<file path="src/rtl/div_pkg.sv">
// Shared types for the sequential restoring divider: FSM state encoding and
// counter-width helpers.
package div_pkg;

    typedef enum logic [1:0] {
        IDLE  = 2'd0,
        CALC  = 2'd1,
        DONE  = 2'd2,
        FIXUP = 2'd3
    } div_state_e;

    localparam int DIV_WIDTH = 8;
    localparam int DIV_CNT_W = $clog2(DIV_WIDTH);

    // Bit count needed to hold WIDTH-1 (the iteration counter start value).
    function automatic int cnt_width(input int w);
        return (w < 2) ? 1 : $clog2(w);
    endfunction

endpackage

</file>
<file path="src/rtl/div_iter_step.sv">
// One restoring-division iteration: shift in a dividend bit, then subtract
// the divisor when it fits.
module div_iter_step #(
    parameter int WIDTH = 8
) (
    input  logic [WIDTH:0]   rem_in,
    input  logic             bit_in,
    input  logic [WIDTH-1:0] divisor,
    output logic [WIDTH:0]   rem_out,
    output logic             q_bit
);

    logic [WIDTH:0] shifted;
    logic [WIDTH:0] dvs_ext;

    always_comb begin
        shifted = {rem_in[WIDTH-1:0], bit_in};
        dvs_ext = {1'b0, divisor};
        q_bit   = (shifted >= dvs_ext);
        rem_out = q_bit ? (shifted - dvs_ext) : shifted;
    end

endmodule

</file>
<file path="src/rtl/div_seq_nbit.sv">
// Sequential restoring divider, one quotient bit per clock, valid/ready on
// both sides. Define DIV_SIGNED_EN for two's-complement operands (adds FIXUP).
module div_seq_nbit
    import div_pkg::*;
#(
    parameter int WIDTH = 8
) (
    input  logic             clk,
    input  logic             rst,
    input  logic             in_valid,
    output logic             in_ready,
    input  logic [WIDTH-1:0] dividend,
    input  logic [WIDTH-1:0] divisor,
    output logic             out_valid,
    input  logic             out_ready,
    output logic [WIDTH-1:0] quotient,
    output logic [WIDTH-1:0] remainder,
    output logic             div_zero,
    output logic             busy
);

    localparam int CNT_W = cnt_width(WIDTH);

    div_state_e       state_q, state_d;
    logic [WIDTH:0]   rem_q, rem_d, step_rem;
    logic [WIDTH-1:0] acc_q, acc_d;
    logic [WIDTH-1:0] dvs_q, dvs_d;
    logic [WIDTH-1:0] quot_q, quot_d;
    logic [WIDTH-1:0] rmd_q, rmd_d;
    logic [CNT_W-1:0] cnt_q, cnt_d;
    logic             zero_q, zero_d;
    logic             dz_q, dz_d;
    logic             step_q;
`ifdef DIV_SIGNED_EN
    logic             negq_q, negq_d;
    logic             negr_q, negr_d;
`endif

    // acc_q shifts dividend bits out of its MSB while quotient bits enter at the LSB.
    div_iter_step #(.WIDTH(WIDTH)) u_step (
        .rem_in  (rem_q),
        .bit_in  (acc_q[WIDTH-1]),
        .divisor (dvs_q),
        .rem_out (step_rem),
        .q_bit   (step_q)
    );

    always_comb begin
        state_d = state_q;
        rem_d   = rem_q;
        acc_d   = acc_q;
        dvs_d   = dvs_q;
        quot_d  = quot_q;
        rmd_d   = rmd_q;
        cnt_d   = cnt_q;
        zero_d  = zero_q;
        dz_d    = dz_q;
`ifdef DIV_SIGNED_EN
        negq_d  = negq_q;
        negr_d  = negr_q;
`endif
        case (state_q)
            IDLE: begin
                if (in_valid) begin
`ifdef DIV_SIGNED_EN
                    acc_d  = dividend[WIDTH-1] ? (~dividend + 1'b1) : dividend;
                    dvs_d  = divisor[WIDTH-1]  ? (~divisor + 1'b1)  : divisor;
                    negq_d = dividend[WIDTH-1] ^ divisor[WIDTH-1];
                    negr_d = dividend[WIDTH-1];
`else
                    acc_d  = dividend;
                    dvs_d  = divisor;
`endif
                    rem_d   = '0;
                    cnt_d   = CNT_W'(WIDTH - 1);
                    zero_d  = (divisor == '0);
                    state_d = CALC;
                end
            end
            CALC: begin
                // A zero divisor spends one cycle here so its result lands after edge 1.
                if (zero_q) begin
                    quot_d  = '0;
                    rmd_d   = '0;
                    dz_d    = 1'b1;
                    state_d = DONE;
                end else begin
                    rem_d = step_rem;
                    acc_d = {acc_q[WIDTH-2:0], step_q};
                    if (cnt_q == '0) begin
                        dz_d = 1'b0;
`ifdef DIV_SIGNED_EN
                        state_d = FIXUP;
`else
                        quot_d  = {acc_q[WIDTH-2:0], step_q};
                        rmd_d   = step_rem[WIDTH-1:0];
                        state_d = DONE;
`endif
                    end else begin
                        cnt_d = cnt_q - CNT_W'(1);
                    end
                end
            end
`ifdef DIV_SIGNED_EN
            FIXUP: begin
                // MIN/-1 wraps naturally: magnitude MIN with no negation.
                quot_d  = negq_q ? (~acc_q + 1'b1) : acc_q;
                rmd_d   = negr_q ? (~rem_q[WIDTH-1:0] + 1'b1) : rem_q[WIDTH-1:0];
                state_d = DONE;
            end
`endif
            DONE: begin
                if (out_ready) state_d = IDLE;
            end
            default: state_d = IDLE;
        endcase
    end

    always_ff @(posedge clk or posedge rst) begin
        if (rst) begin
            state_q <= IDLE;
            rem_q   <= '0;
            acc_q   <= '0;
            dvs_q   <= '0;
            quot_q  <= '0;
            rmd_q   <= '0;
            cnt_q   <= '0;
            zero_q  <= 1'b0;
            dz_q    <= 1'b0;
`ifdef DIV_SIGNED_EN
            negq_q  <= 1'b0;
            negr_q  <= 1'b0;
`endif
        end else begin
            state_q <= state_d;
            rem_q   <= rem_d;
            acc_q   <= acc_d;
            dvs_q   <= dvs_d;
            quot_q  <= quot_d;
            rmd_q   <= rmd_d;
            cnt_q   <= cnt_d;
            zero_q  <= zero_d;
            dz_q    <= dz_d;
`ifdef DIV_SIGNED_EN
            negq_q  <= negq_d;
            negr_q  <= negr_d;
`endif
        end
    end

    assign in_ready  = (state_q == IDLE);
    assign out_valid = (state_q == DONE);
    assign busy      = (state_q != IDLE);
    assign quotient  = quot_q;
    assign remainder = rmd_q;
    assign div_zero  = dz_q;

endmodule

</file>
<file path="config.mk">
export PLATFORM = sky130hd
export DESIGN_NAME = div_seq_nbit
export DESIGN_NICKNAME = d
export VERILOG_FILES = /design/src/rtl/div_pkg.sv /design/src/rtl/div_iter_step.sv /design/src/rtl/div_seq_nbit.sv
export SDC_FILE = /design/constraint.sdc
export NUM_CORES = 1
export LEC_CHECK = 0
export BUFFER_PORTS_ARGS = -buffer_cell sky130_fd_sc_hd__buf_2
export CAP_MARGIN = 25
export CORE_MARGIN = 2
export CORE_UTILIZATION = 55
export CTS_BUF_LIST = sky130_fd_sc_hd__clkbuf_8
export CTS_CLUSTER_DIAMETER = 50
export DETAILED_ROUTE_END_ITERATION = 10
export PLACE_DENSITY = 0.8
export SYNTH_ARGS = -nofsm -noshare
export SYNTH_HDL_FRONTEND = slang
export SYNTH_SLANG_ARGS = --single-unit
</file>
<file path="constraint.sdc">
create_clock -name clk -period 5.2 [get_ports clk]
set_input_delay 0.78 -clock clk [delete_from_list [all_inputs] [get_ports clk]]
set_output_delay 0.78 -clock clk [all_outputs]
set_load 0.01 [all_outputs]
</file>
==> flow_summary.json, run 1 <==
{
  "status": "finished, final reports clean",
  "final.period_utilization_pct": 46.67,
  "numPortBuffers": 39,
  "cp_slowest_cell": "sky130_fd_sc_hd__a21oi_2",
  "multiInputGateArea_sq_um": 1119,
  "kind_of_capture_point_of_the_worst_setup_path": "register",
  "p_comb_share_pct": 55.5,
  "cell_types_occupying_the_most_area_after_synthesis": "sky130_fd_sc_hd__dfrtp_1 48%, sky130_fd_sc_hd__mux2i_1 5.4%, sky130_fd_sc_hd__ha_1 5.2%, sky130_fd_sc_hd__o21ai_0 4.5%, sky130_fd_sc_hd__nand2_1 4.3%",
  "worstRegToRegCells": 6,
  "synth-xor-area-share_pct": 1.804,
  "powerDensity_nw_per_um2": 753.8,
  "arr_time_crit_path_ps": 2650,
  "p_leak_nw": 1.354,
  "ant_nets": 0,
  "synth-edff-count": 0,
  "yosysTopAreaCell": "sky130_fd_sc_hd__dfrtp_1",
  "place_congestion": 0.8371,
  "mostFrequentLayoutCells": "47 x sky130_fd_sc_hd__dfrtp_1, 39 x sky130_fd_sc_hd__buf_2, 28 x sky130_fd_sc_hd__nand2_1",
  "max_freq_ghz": 0.4121,
  "slew_headroom_pct": 47.87,
  "switching_power_mw": 0.9158,
  "die_height_microns": 70.43,
  "finalMaxSlewViolations": 0,
  "unrepaired_setup_endpoints_after_global_routing": "false",
  "detailedRoute.firstIterationViolations": 105,
  "detailedPlacementHpwl_microns": 3629,
  "grt_pass1_wl_microns": 8404,
  "synth_fp_nets": 275,
  "synth_largest_type_area_fraction_pct": 48.45,
  "seq_area_frac_synth_pct": 48.45,
  "crit_path_max_fanout": 13,
  "ys_async_sr_fraction_pct": 100.0,
  "worstSetupPathType": "register to register",
  "timing.final.ws_setup_ps": 2773,
  "ys_ff_latch": 47,
  "worstMarginPinSlew_ps": 782.0,
  "fin_skew_ps": 17.63,
  "core_area_sq_um": 4294,
  "tritoncts": "done",
  "cpMostUsedCell": "sky130_fd_sc_hd__a21oi_2",
  "routed_wirelength_microns": 4977,
  "antenna_found_initial": 0,
  "critical_path_required_ps": 5430,
  "worst-path-stages": 6,
  "critical_path.startpoint_type": "register",
  "buffers_from_clock_root_to_sink_at_most": 2,
  "ioPinCount": 40,
  "peakVddDrop_uv": 338.9,
  "power.switching_fraction_pct": 43.76,
  "largest_stage_delay_worst_path_ps": 590,
  "globalRouteOverflowTotal": 0,
  "final_common_cell": "sky130_fd_sc_hd__dfrtp_1",
  "pre_cts_ws_ps": 2857,
  "power.total_mw": 2.093,
  "antenna_cells": 0,
  "cellInternalPower_mw": 1.177,
  "critical_path.cell_chain": "ha_1, a21oi_2, o221ai_2, a21oi_2, mux2_2, o21ai_0",
  "holdBufCountCts": 0,
  "combinational_family_with_the_most_area_after_synthesis": "compound AO/OA/AOI/OAI gates",
  "detail_route.drc_violations": 0,
  "timing.hold.worst.class": "primary input to asynchronous set/reset pin",
  "setup_viol_count_final": 0,
  "avgSynthCellArea_sq_um": 9.948,
  "synthToLayoutAreaGrowth_pct": 14.38,
  "clock_power_share_pct": 13.4,
  "critPathBufInv": 0,
  "cpLargestDelayFamily": "compound AO/OA/AOI/OAI gates",
  "initial_core_util_pct": 56.53,
  "sequential_share_of_power_pct": 31.1,
  "final-hold-violation-count": 0,
  "synth_ff_type": "sky130_fd_sc_hd__dfrtp_1",
  "drt_pre_antenna_iters": 4,
  "final_net_count": 313,
  "worst_skew_pair.late_latency_ps": 320,
  "cts_max_level": 2,
  "numCtsBuffers": 5,
  "final-instance-count-excl-fill": 335,
  "cts_resized": 0,
  "post_synth_num_cell_types": 47,
  "vias_per_cell": 5.603,
  "ys_warns": 0,
  "filler_cell_count": 354,
  "vias": 1877,
  "min_period_ps": 2427,
  "netlist_area_sq_um": 2427,
  "routedWlPerCell_microns": 14.86,
  "cts-root-buf": "sky130_fd_sc_hd__clkbuf_8",
  "die_area_sq_um": 4960,
  "die_x_microns": 70.43,
  "sequential_cell_area_sq_um": 1176,
  "postSynthCellCount": 244,
  "final.setup.tns_ps": 0,
  "all_layer_global_routing_usage_pct": 21.65,
  "drv.max_cap_violation_count": 0,
  "grt_pass1_vias": 1791,
  "synth_adder_area_share_pct": 5.979,
  "synthMuxAreaShare_pct": 6.289,
  "cell_total_after_placement": 326,
  "layout-drive-gt1-share_pct": 21.91,
  "synth_compound_area_share_pct": 18.87,
  "post-cts-setup-buffer-count": 0,
  "cts_sinks": 47,
  "synth-simple-area-share_pct": 13.14,
  "cts.reportedPaths.clkPinSlew_ps": 100,
  "grt_start_max_net_pins": 48,
  "rows": 24
}
[sequential cells by signal (all words and copies together) (netlist names)]
name and cells:
acc_q 8, dvs_q 8, quotient 8, rem_q 8
remainder 8, cnt_q 3, state_q 2, div_zero 1
zero_q 1
[through the flow]
stage | instance area, sq um | util (%) | hold slack [ps]
global placement | 2623 | 61.07 | 452.4
detailed placement | 2641 | 61.51 | 467.6
global route | 2776 | 64.66 | 284.9
CTS | 2756 | 64.19 | 486.4
finish | 2776 | 64.66 | 293.4
floorplan | 2427 | - | 439.6
[layout make-up]
cell class              instances  area share, %
flip-flops and latches         47          42.36
multi-input cells             168          40.29
repair buffers                 42          8.427
clock buffers                   5          2.479
inverters                      18          2.434
well taps                      52          2.343
clock inverters                 3          1.667
[worst reg2reg max path: cells and delay by family (launching register included)]
family	cells	cell delay [ps]
AO/OA/AOI/OAI	4	1090
multiplexers	1	430
flip-flops	1	420
adder cells (fa/ha/maj)	1	400
[cell usage after synthesis (3+ instances only)]
| master | number |
|---|---|
| sky130_fd_sc_hd__mux2i_1 | 13 |
| sky130_fd_sc_hd__nand2_1 | 28 |
| sky130_fd_sc_hd__inv_1 | 18 |
| sky130_fd_sc_hd__o21ai_0 | 22 |
| sky130_fd_sc_hd__a22o_1 | 8 |
| sky130_fd_sc_hd__o21ai_1 | 7 |
| sky130_fd_sc_hd__nand3_1 | 3 |
| sky130_fd_sc_hd__nor2b_1 | 4 |
| sky130_fd_sc_hd__xor2_1 | 4 |
| sky130_fd_sc_hd__buf_2 | 6 |
| sky130_fd_sc_hd__dfrtp_1 | 47 |
| sky130_fd_sc_hd__a21oi_1 | 12 |
| sky130_fd_sc_hd__nor2_1 | 16 |
| sky130_fd_sc_hd__ha_1 | 10 |
[metal layers]
layer	global-route usage, %	up-vias	routed length (microns)
met5	0	-	0
met4	8.761	0	89
met3	5.195	9	228
met2	33.12	43	2356
met1	29.64	901	2303
li1	-	924	-
[logic make-up (layout without fill, tap and decap cells)]
family / Yosys count / count (layout)
XOR/XNOR: 5 / 5
AO/OA/AOI/OAI: 70 / 70
multiplexers: 15 / 15
adder cells (fa/ha/maj): 11 / 11
AND/OR/NAND/NOR: 67 / 67
flip-flops: 47 / 47
buffers and inverters: 29 / 68
[power groups by stage]
| stage | Combinational (mW) | Clock [mW] | Sequential, mW |
|---|---|---|---|
| after floorplan | 0.899 | 0 | 0.655 |
| after global placement | 1.11 | 0 | 0.649 |
| after detailed placement | 1.15 | 0 | 0.655 |
| after CTS | 1.16 | 0.281 | 0.649 |
| after global routing | 1.30 | 0.297 | 0.670 |
| final | 1.16 | 0.280 | 0.650 |
[final timing paths]
check / slack [ps] / startpoint / endpoint
worst min register to register: 480 / remainder[4] / remainder[4]
worst min-delay path: 290 / rst / quotient[3]
min in group clk: 480 / remainder[4] / remainder[4]
worst max register to register: 2770 / rem_q[3] / rem_q[0]
worst max-delay path: 2770 / rem_q[3] / rem_q[0]
max in group asynchronous: 4470 / rst / rem_q[0]
(Power assumes the default switching activity.)
==> run 2, diff against run 1 <==
--- a/config.mk
+++ b/config.mk
@@ -5,6 +5,7 @@
 export SDC_FILE = /design/constraint.sdc
 export NUM_CORES = 1
 export LEC_CHECK = 0
+export ABC_AREA = 1
 export BUFFER_PORTS_ARGS = -buffer_cell sky130_fd_sc_hd__buf_2
 export CAP_MARGIN = 25
 export CORE_MARGIN = 2
==> constraint.sdc (replaced) <==
create_clock -name clk -period 2.5 [get_ports clk]
set_input_delay 0.375 -clock clk [delete_from_list [all_inputs] [get_ports clk]]
set_output_delay 0.375 -clock clk [all_outputs]
set_load 0.01 [all_outputs]
==> flow_summary.json, run 2 <==
{
  "status": "finished, final reports clean",
  "cts_resized": 0,
  "crit_path_max_fanout": 15,
  "kind_of_capture_point_of_the_worst_setup_path": "register",
  "die_x_microns": 71.50,
  "switching_power_mw": 2.069,
  "worstSetupPathType": "register to register",
  "cts.reportedPaths.clkPinSlew_ps": 100,
  "numPortBuffers": 39,
  "final.period_utilization_pct": 81.26,
  "cts-root-buf": "sky130_fd_sc_hd__clkbuf_8",
  "p_comb_share_pct": 57.4,
  "cell_types_occupying_the_most_area_after_synthesis": "sky130_fd_sc_hd__dfrtp_1 47%, sky130_fd_sc_hd__nand2_1 15%, sky130_fd_sc_hd__inv_1 6.9%, sky130_fd_sc_hd__nand3_1 6.4%, sky130_fd_sc_hd__ha_1 5.0%",
  "netlist_area_sq_um": 2506,
  "place_congestion": 0.8893,
  "critical_path_required_ps": 2680,
  "antenna_found_initial": 0,
  "ioPinCount": 40,
  "crit-reg2reg-capture": "acc_q[2]",
  "fin_skew_ps": 9.972,
  "routedWlPerCell_microns": 13.10,
  "die_area_sq_um": 5112,
  "peakVddDrop_uv": 748.2,
  "sequential_share_of_power_pct": 31.0,
  "tritoncts": "done",
  "max_freq_ghz": 0.4923,
  "globalRouteOverflowTotal": 0,
  "reg2reg_slack_ps": 470,
  "grt_pass1_wl_microns": 9101,
  "synthToLayoutAreaGrowth_pct": 13.58,
  "ant_nets": 0,
  "cts_max_level": 2,
  "p_leak_nw": 1.603,
  "initial_core_util_pct": 57.16,
  "all_layer_global_routing_usage_pct": 22.64,
  "arr_time_crit_path_ps": 2210,
  "die_height_microns": 71.50,
  "synth-edff-count": 0,
  "powerDensity_nw_per_um2": 1514,
  "post_synth_num_cell_types": 29,
  "unrepaired_setup_endpoints_after_global_routing": "false",
  "grt_pass1_vias": 2070,
  "setup_viol_count_final": 0,
  "worst_skew_pair.late_latency_ps": 300,
  "holdBufCountCts": 0,
  "antenna_cells": 0,
  "mostFrequentLayoutCells": "102 x sky130_fd_sc_hd__nand2_1, 47 x sky130_fd_sc_hd__dfrtp_1, 45 x sky130_fd_sc_hd__inv_1",
  "detailedPlacementHpwl_microns": 3884,
  "critical_path.startpoint_type": "register",
  "synth_fp_nets": 345,
  "cellInternalPower_mw": 2.242,
  "detail_route.drc_violations": 0,
  "clock_power_share_pct": 11.5,
  "cts_sinks": 47,
  "final.setup.tns_ps": 0,
  "rows": 24,
  "min_period_ps": 2031,
  "post_synth_most_frequent_cells": "102 x sky130_fd_sc_hd__nand2_1, 47 x sky130_fd_sc_hd__dfrtp_1, 46 x sky130_fd_sc_hd__inv_1",
  "yosysTopAreaCell": "sky130_fd_sc_hd__dfrtp_1",
  "final_net_count": 386,
  "worstRegToRegCells": 7,
  "hold_slack_ps": 85.55,
  "slew_headroom_pct": 62.62,
  "timing.hold.worst.class": "primary input to asynchronous set/reset pin",
  "seq_area_frac_synth_pct": 46.93,
  "post-cts-setup-buffer-count": 0,
  "synth_ff_type": "sky130_fd_sc_hd__dfrtp_1",
  "vias_per_cell": 5.306,
  "finalMaxSlewViolations": 0,
  "detailedRoute.firstIterationViolations": 175,
  "drt_pre_antenna_iters": 4,
  "ys_ff_latch": 47,
  "final_common_cell": "sky130_fd_sc_hd__nand2_1",
  "core_area_sq_um": 4384,
  "synth_largest_type_area_fraction_pct": 46.93,
  "vias": 2165,
  "grt_start_max_net_pins": 48,
  "drv.max_cap_violation_count": 0,
  "layout-drive-gt1-share_pct": 17.70,
  "routed_wirelength_microns": 5346,
  "final-hold-violation-count": 0,
  "ys_async_sr_fraction_pct": 100.0,
  "buffers_from_clock_root_to_sink_at_most": 2,
  "power.switching_fraction_pct": 48.00,
  "numCtsBuffers": 5,
  "worstReg2RegStart": "state_q[0]",
  "avgSynthCellArea_sq_um": 7.981,
  "yosys.cell_count.top_type": "sky130_fd_sc_hd__nand2_1",
  "postSynthCellCount": 314,
  "ys_warns": 0,
  "worstMarginPinSlew_ps": 560.1
}
[run 2: cell count changes in the layout (fill, tap and decap cells not counted), sizes merged, moves of 4 or more]
cell	change
nor2b	-4
nor2	-4
o211ai	+6
a22o	-8
a21oi	-7
o21ai	-7
nand2	+77
inv	+32
nand3	+29
mux2i	-13
[run 2: final cells by class]
type | instances | area (sq um)
Inverter | 50 | 187.7
Multi-Input combinational cell | 211 | 1106
Clock inverter | 2 | 13.76
Timing Repair Buffer | 40 | 215.2
Clock buffer | 6 | 82.58
Tap cell | 52 | 65.06
Fill cell | 372 | 1538
Sequential cell | 47 | 1176
[run 2: worst max-delay path, cell delays in order (launching register included)]
cell	delay [ps]
sky130_fd_sc_hd__dfrtp_1	470
sky130_fd_sc_hd__nor2_4	80
sky130_fd_sc_hd__nand2_4	150
sky130_fd_sc_hd__inv_2	90
sky130_fd_sc_hd__nor2_2	450
sky130_fd_sc_hd__inv_1	350
sky130_fd_sc_hd__o211ai_1	190
sky130_fd_sc_hd__o21ai_0	130
[run 2: how the worst max path moves through the flow]
stage                from      endpoint  slack [ps]  cells past startpoint
2_1_floorplan    rem_q[1]  remainder[7]         840                     11
3_3_place_gp     rem_q[5]  remainder[3]         540                     10
3_5_place_dp   state_q[0]      acc_q[2]         520                      7
4_1_cts        state_q[0]      acc_q[2]         500                      7
5_1_grt        state_q[0]      acc_q[5]         320                      7
6_report       state_q[0]      acc_q[2]         470                      7
[run 2: power groups by stage]
stage | clock [mW] | combinational (mW) | sequential [mW]
2_1_floorplan | 0 | 1.83 | 1.36
3_3_place_gp | 0 | 2.37 | 1.34
3_5_place_dp | 0 | 2.45 | 1.34
4_1_cts | 0.504 | 2.46 | 1.34
5_1_grt | 0.540 | 2.82 | 1.38
6_report | 0.498 | 2.47 | 1.34
[run 2: routing by layer]
| layer | up-vias | track usage (%) | share of wire [%] |
|---|---|---|---|
| li1 | 1073 | - | - |
| met1 | 1019 | 30.37 | 46 |
| met2 | 65 | 37.04 | 48 |
| met3 | 8 | 5.204 | 4.9 |
| met4 | 0 | 6.499 | 1.1 |
| met5 | - | 0 | 0 |
[run 2: cell families after synthesis]
logic type      after synthesis  synth area share (%)
compound gates               40                 9.286
buf+inv                      56                 8.937
xor+xnor                      3                 1.049
fa+ha+maj                    11                 5.791
flops                        47                 46.93
simple gates                157                 28.01
[run 2: metrics by stage]
| step | setup WS, ps | std cells | power, mW | cell area (sq um) | util [%] |
|---|---|---|---|---|---|
| 2_1_floorplan | 838.1 | 314 | 3.191 | 2506 | - |
| 3_3_place_gp | 535.9 | 400 | 3.711 | 2750 | 62.73 |
| 3_5_place_dp | 519.5 | 400 | 3.795 | 2750 | 62.73 |
| 4_1_cts | 504.7 | 408 | 4.304 | 2846 | 64.93 |
| 5_1_grt | 322.4 | 408 | 4.740 | 2846 | 64.93 |
| 6_report | 468.6 | 408 | 4.311 | 2846 | 64.93 |
==> run 3, diff against run 2 <==
--- a/config.mk
+++ b/config.mk
@@ -9,7 +9,7 @@
 export BUFFER_PORTS_ARGS = -buffer_cell sky130_fd_sc_hd__buf_2
 export CAP_MARGIN = 25
 export CORE_MARGIN = 2
-export CORE_UTILIZATION = 55
+export CORE_UTILIZATION = 53
 export CTS_BUF_LIST = sky130_fd_sc_hd__clkbuf_8
 export CTS_CLUSTER_DIAMETER = 50
 export DETAILED_ROUTE_END_ITERATION = 10
==> constraint.sdc (replaced) <==
create_clock -name clk -period 1.86 [get_ports clk]
set_input_delay 0.279 -clock clk [delete_from_list [all_inputs] [get_ports clk]]
set_output_delay 0.279 -clock clk [all_outputs]
set_load 0.01 [all_outputs]
==> flow_summary.json, run 3 (same netlist as run 2, synthesis figures left out) <==
{
  "cts_sinks": 47,
  "synthToLayoutAreaGrowth_pct": 24.96,
  "numPortBuffers": 39,
  "filler_cell_count": 375,
  "worstSetupPathType": "register to register",
  "globalRouteOverflowTotal": 0,
  "timing.hold.worst.class": "primary input to register",
  "switching_power_mw": 3.045,
  "detailedRoute.firstIterationViolations": 157,
  "mostFrequentLayoutCells": "99 x sky130_fd_sc_hd__nand2_1, 46 x sky130_fd_sc_hd__dfrtp_1, 42 x sky130_fd_sc_hd__inv_1",
  "ioPinCount": 40,
  "final.period_utilization_pct": 97.95,
  "crit_path_max_fanout": 2,
  "arr_time_crit_path_ps": 2010,
  "cpMostUsedCell": "sky130_fd_sc_hd__nand2_1",
  "all_layer_global_routing_usage_pct": 23.44,
  "hold_slack_ps": 144.1,
  "powerDensity_nw_per_um2": 2106,
  "worstRegToRegCells": 11,
  "tritoncts": "done",
  "cts_max_level": 2,
  "numCtsBuffers": 5,
  "detailedPlacementHpwl_microns": 4224,
  "p_leak_nw": 1.695,
  "final-instance-count-excl-fill": 427,
  "drt_pre_antenna_iters": 4,
  "antenna_found_initial": 0,
  "cpLargestDelayFamily": "simple AND/OR/NAND/NOR gates",
  "routed_wirelength_microns": 5863,
  "p_comb_share_pct": 61.1,
  "cts-root-buf": "sky130_fd_sc_hd__clkbuf_8",
  "worst_skew_pair.late_latency_ps": 300,
  "critical_path_required_ps": 2050,
  "max_freq_ghz": 0.5489,
  "grt_pass1_vias": 2069,
  "ant_nets": 0,
  "hold-path-endpoint": "state_q[1]",
  "rows": 25,
  "hold_path_depth": 2,
  "clock_power_share_pct": 11.1,
  "fin_skew_ps": 3.333,
  "largest_stage_delay_worst_path_ps": 390,
  "cell_total_after_placement": 413,
  "reg2reg_slack_ps": 40,
  "buffers_from_clock_root_to_sink_at_most": 2,
  "min_period_ps": 1822,
  "die_area_sq_um": 5295,
  "place_congestion": 0.8892,
  "vias_per_cell": 5.194,
  "grt_start_max_net_pins": 29,
  "antenna_cells": 0,
  "worstMarginPinSlew_ps": 442.1,
  "die_x_microns": 72.77,
  "critical_path.cell_chain": "inv_2, ha_4, inv_2, fa_2, nand2_1, nand3_2, nand2_2, xor2_1, nand2_1, nand3_1, nand2_1",
  "pre_cts_ws_ps": -39.64,
  "routedWlPerCell_microns": 13.73,
  "initial_core_util_pct": 54.14,
  "critPathBufInv": 2,
  "layout-drive-gt1-share_pct": 26.54,
  "final_common_cell": "sky130_fd_sc_hd__nand2_1",
  "status": "finished, final reports clean",
  "hp-start": "out_ready",
  "vias": 2218,
  "power.switching_fraction_pct": 46.16,
  "final-hold-violation-count": 0,
  "cts.reportedPaths.clkPinSlew_ps": 90,
  "kind_of_capture_point_of_the_worst_setup_path": "register",
  "peakVddDrop_uv": 1077,
  "grt_pass1_wl_microns": 9597,
  "die_height_microns": 72.77,
  "cp_slowest_cell": "sky130_fd_sc_hd__dfrtp_1",
  "cellInternalPower_mw": 3.551,
  "setup_viol_count_final": 0,
  "detail_route.drc_violations": 0,
  "core_area_sq_um": 4629,
  "critical_path.startpoint_type": "register",
  "finalMaxSlewViolations": 0,
  "final_net_count": 404,
  "sequential_share_of_power_pct": 27.8,
  "worstReg2RegStart": "acc_q[7]",
  "drv.max_cap_violation_count": 0,
  "slew_headroom_pct": 70.48,
  "crit-reg2reg-capture": "rem_q[4]",
  "timing.final.ws_setup_ps": 38.08
}
## run 3: final cells by class
type / count / area (sq um) / share of cell area (%)
Timing Repair Buffer: 57 / 345.3 / 11.03
Tap cell: 54 / 67.56 / 2.157
Inverter: 50 / 187.7 / 5.993
Clock inverter: 2 / 37.54 / 1.199
Multi-Input combinational cell: 212 / 1247 / 39.83
Sequential cell: 47 / 1177 / 37.59
Clock buffer: 5 / 68.82 / 2.197
## run 3: metrics by stage
step | utilization, % | total power, mW | setup TNS (ps) | area, sq um
2_1_floorplan | - | 4.289 | 0 | 2506
3_3_place_gp | 61.24 | 5.182 | -270.8 | 2835
3_5_place_dp | 61.24 | 5.301 | -260.8 | 2835
4_1_cts | 64.08 | 6.097 | 0 | 2967
5_1_grt | 67.65 | 7.264 | -40.93 | 3132
6_report | 67.65 | 6.596 | 0 | 3132
## run 3: power groups by stage
stage                     combinational [mW]  sequential (mW)  clock, mW
final                                   4.03             1.83      0.734
after global routing                    4.60             1.88      0.784
after CTS                               3.56             1.80      0.743
after detailed placement                3.49             1.81          0
after global placement                  3.39             1.79          0
after floorplan                         2.46             1.83          0
## run 3: worst max path at each step
| stage | startpoint | endpoint | slack [ps] | depth (start not counted) |
|---|---|---|---|---|
| final | acc_q[7] | rem_q[4] | 40 | 11 |
| after CTS | rem_q[5] | remainder[3] | 20 | 8 |
| after global placement | rem_q[3] | remainder[2] | -40 | 10 |
| after global routing | acc_q[7] | rem_q[4] | -20 | 11 |
| after detailed placement | rem_q[1] | rem_q[3] | -40 | 10 |
| after floorplan | rem_q[1] | remainder[7] | 200 | 11 |
## run 3: worst register-to-register path, cell delays in order (launching register included)
cell and delay (ps):
sky130_fd_sc_hd__dfrtp_1 390, sky130_fd_sc_hd__inv_2 80, sky130_fd_sc_hd__ha_4 120, sky130_fd_sc_hd__inv_2 40
sky130_fd_sc_hd__fa_2 370, sky130_fd_sc_hd__nand2_1 90, sky130_fd_sc_hd__nand3_2 90, sky130_fd_sc_hd__nand2_2 80
sky130_fd_sc_hd__xor2_1 180, sky130_fd_sc_hd__nand2_1 120, sky130_fd_sc_hd__nand3_1 80, sky130_fd_sc_hd__nand2_1 50
## run 3: timing repair
action | CTS | global route
hold buffers | 1 | 0
setup endpoints to repair | 23 | 17
setup buffers | 0 | 5
pin swaps | 0 | 8
endpoints found under the hold margin | 19 | 0
gates resized for setup | 3 | 22
gates cloned | 0 | 1
## run 3: layer usage
layer / GRT usage, % / wire (microns)
met5: 0 / 0
met4: 3.704 / 48
met3: 4.282 / 205
met2: 41.62 / 3102
met1: 30.48 / 2507
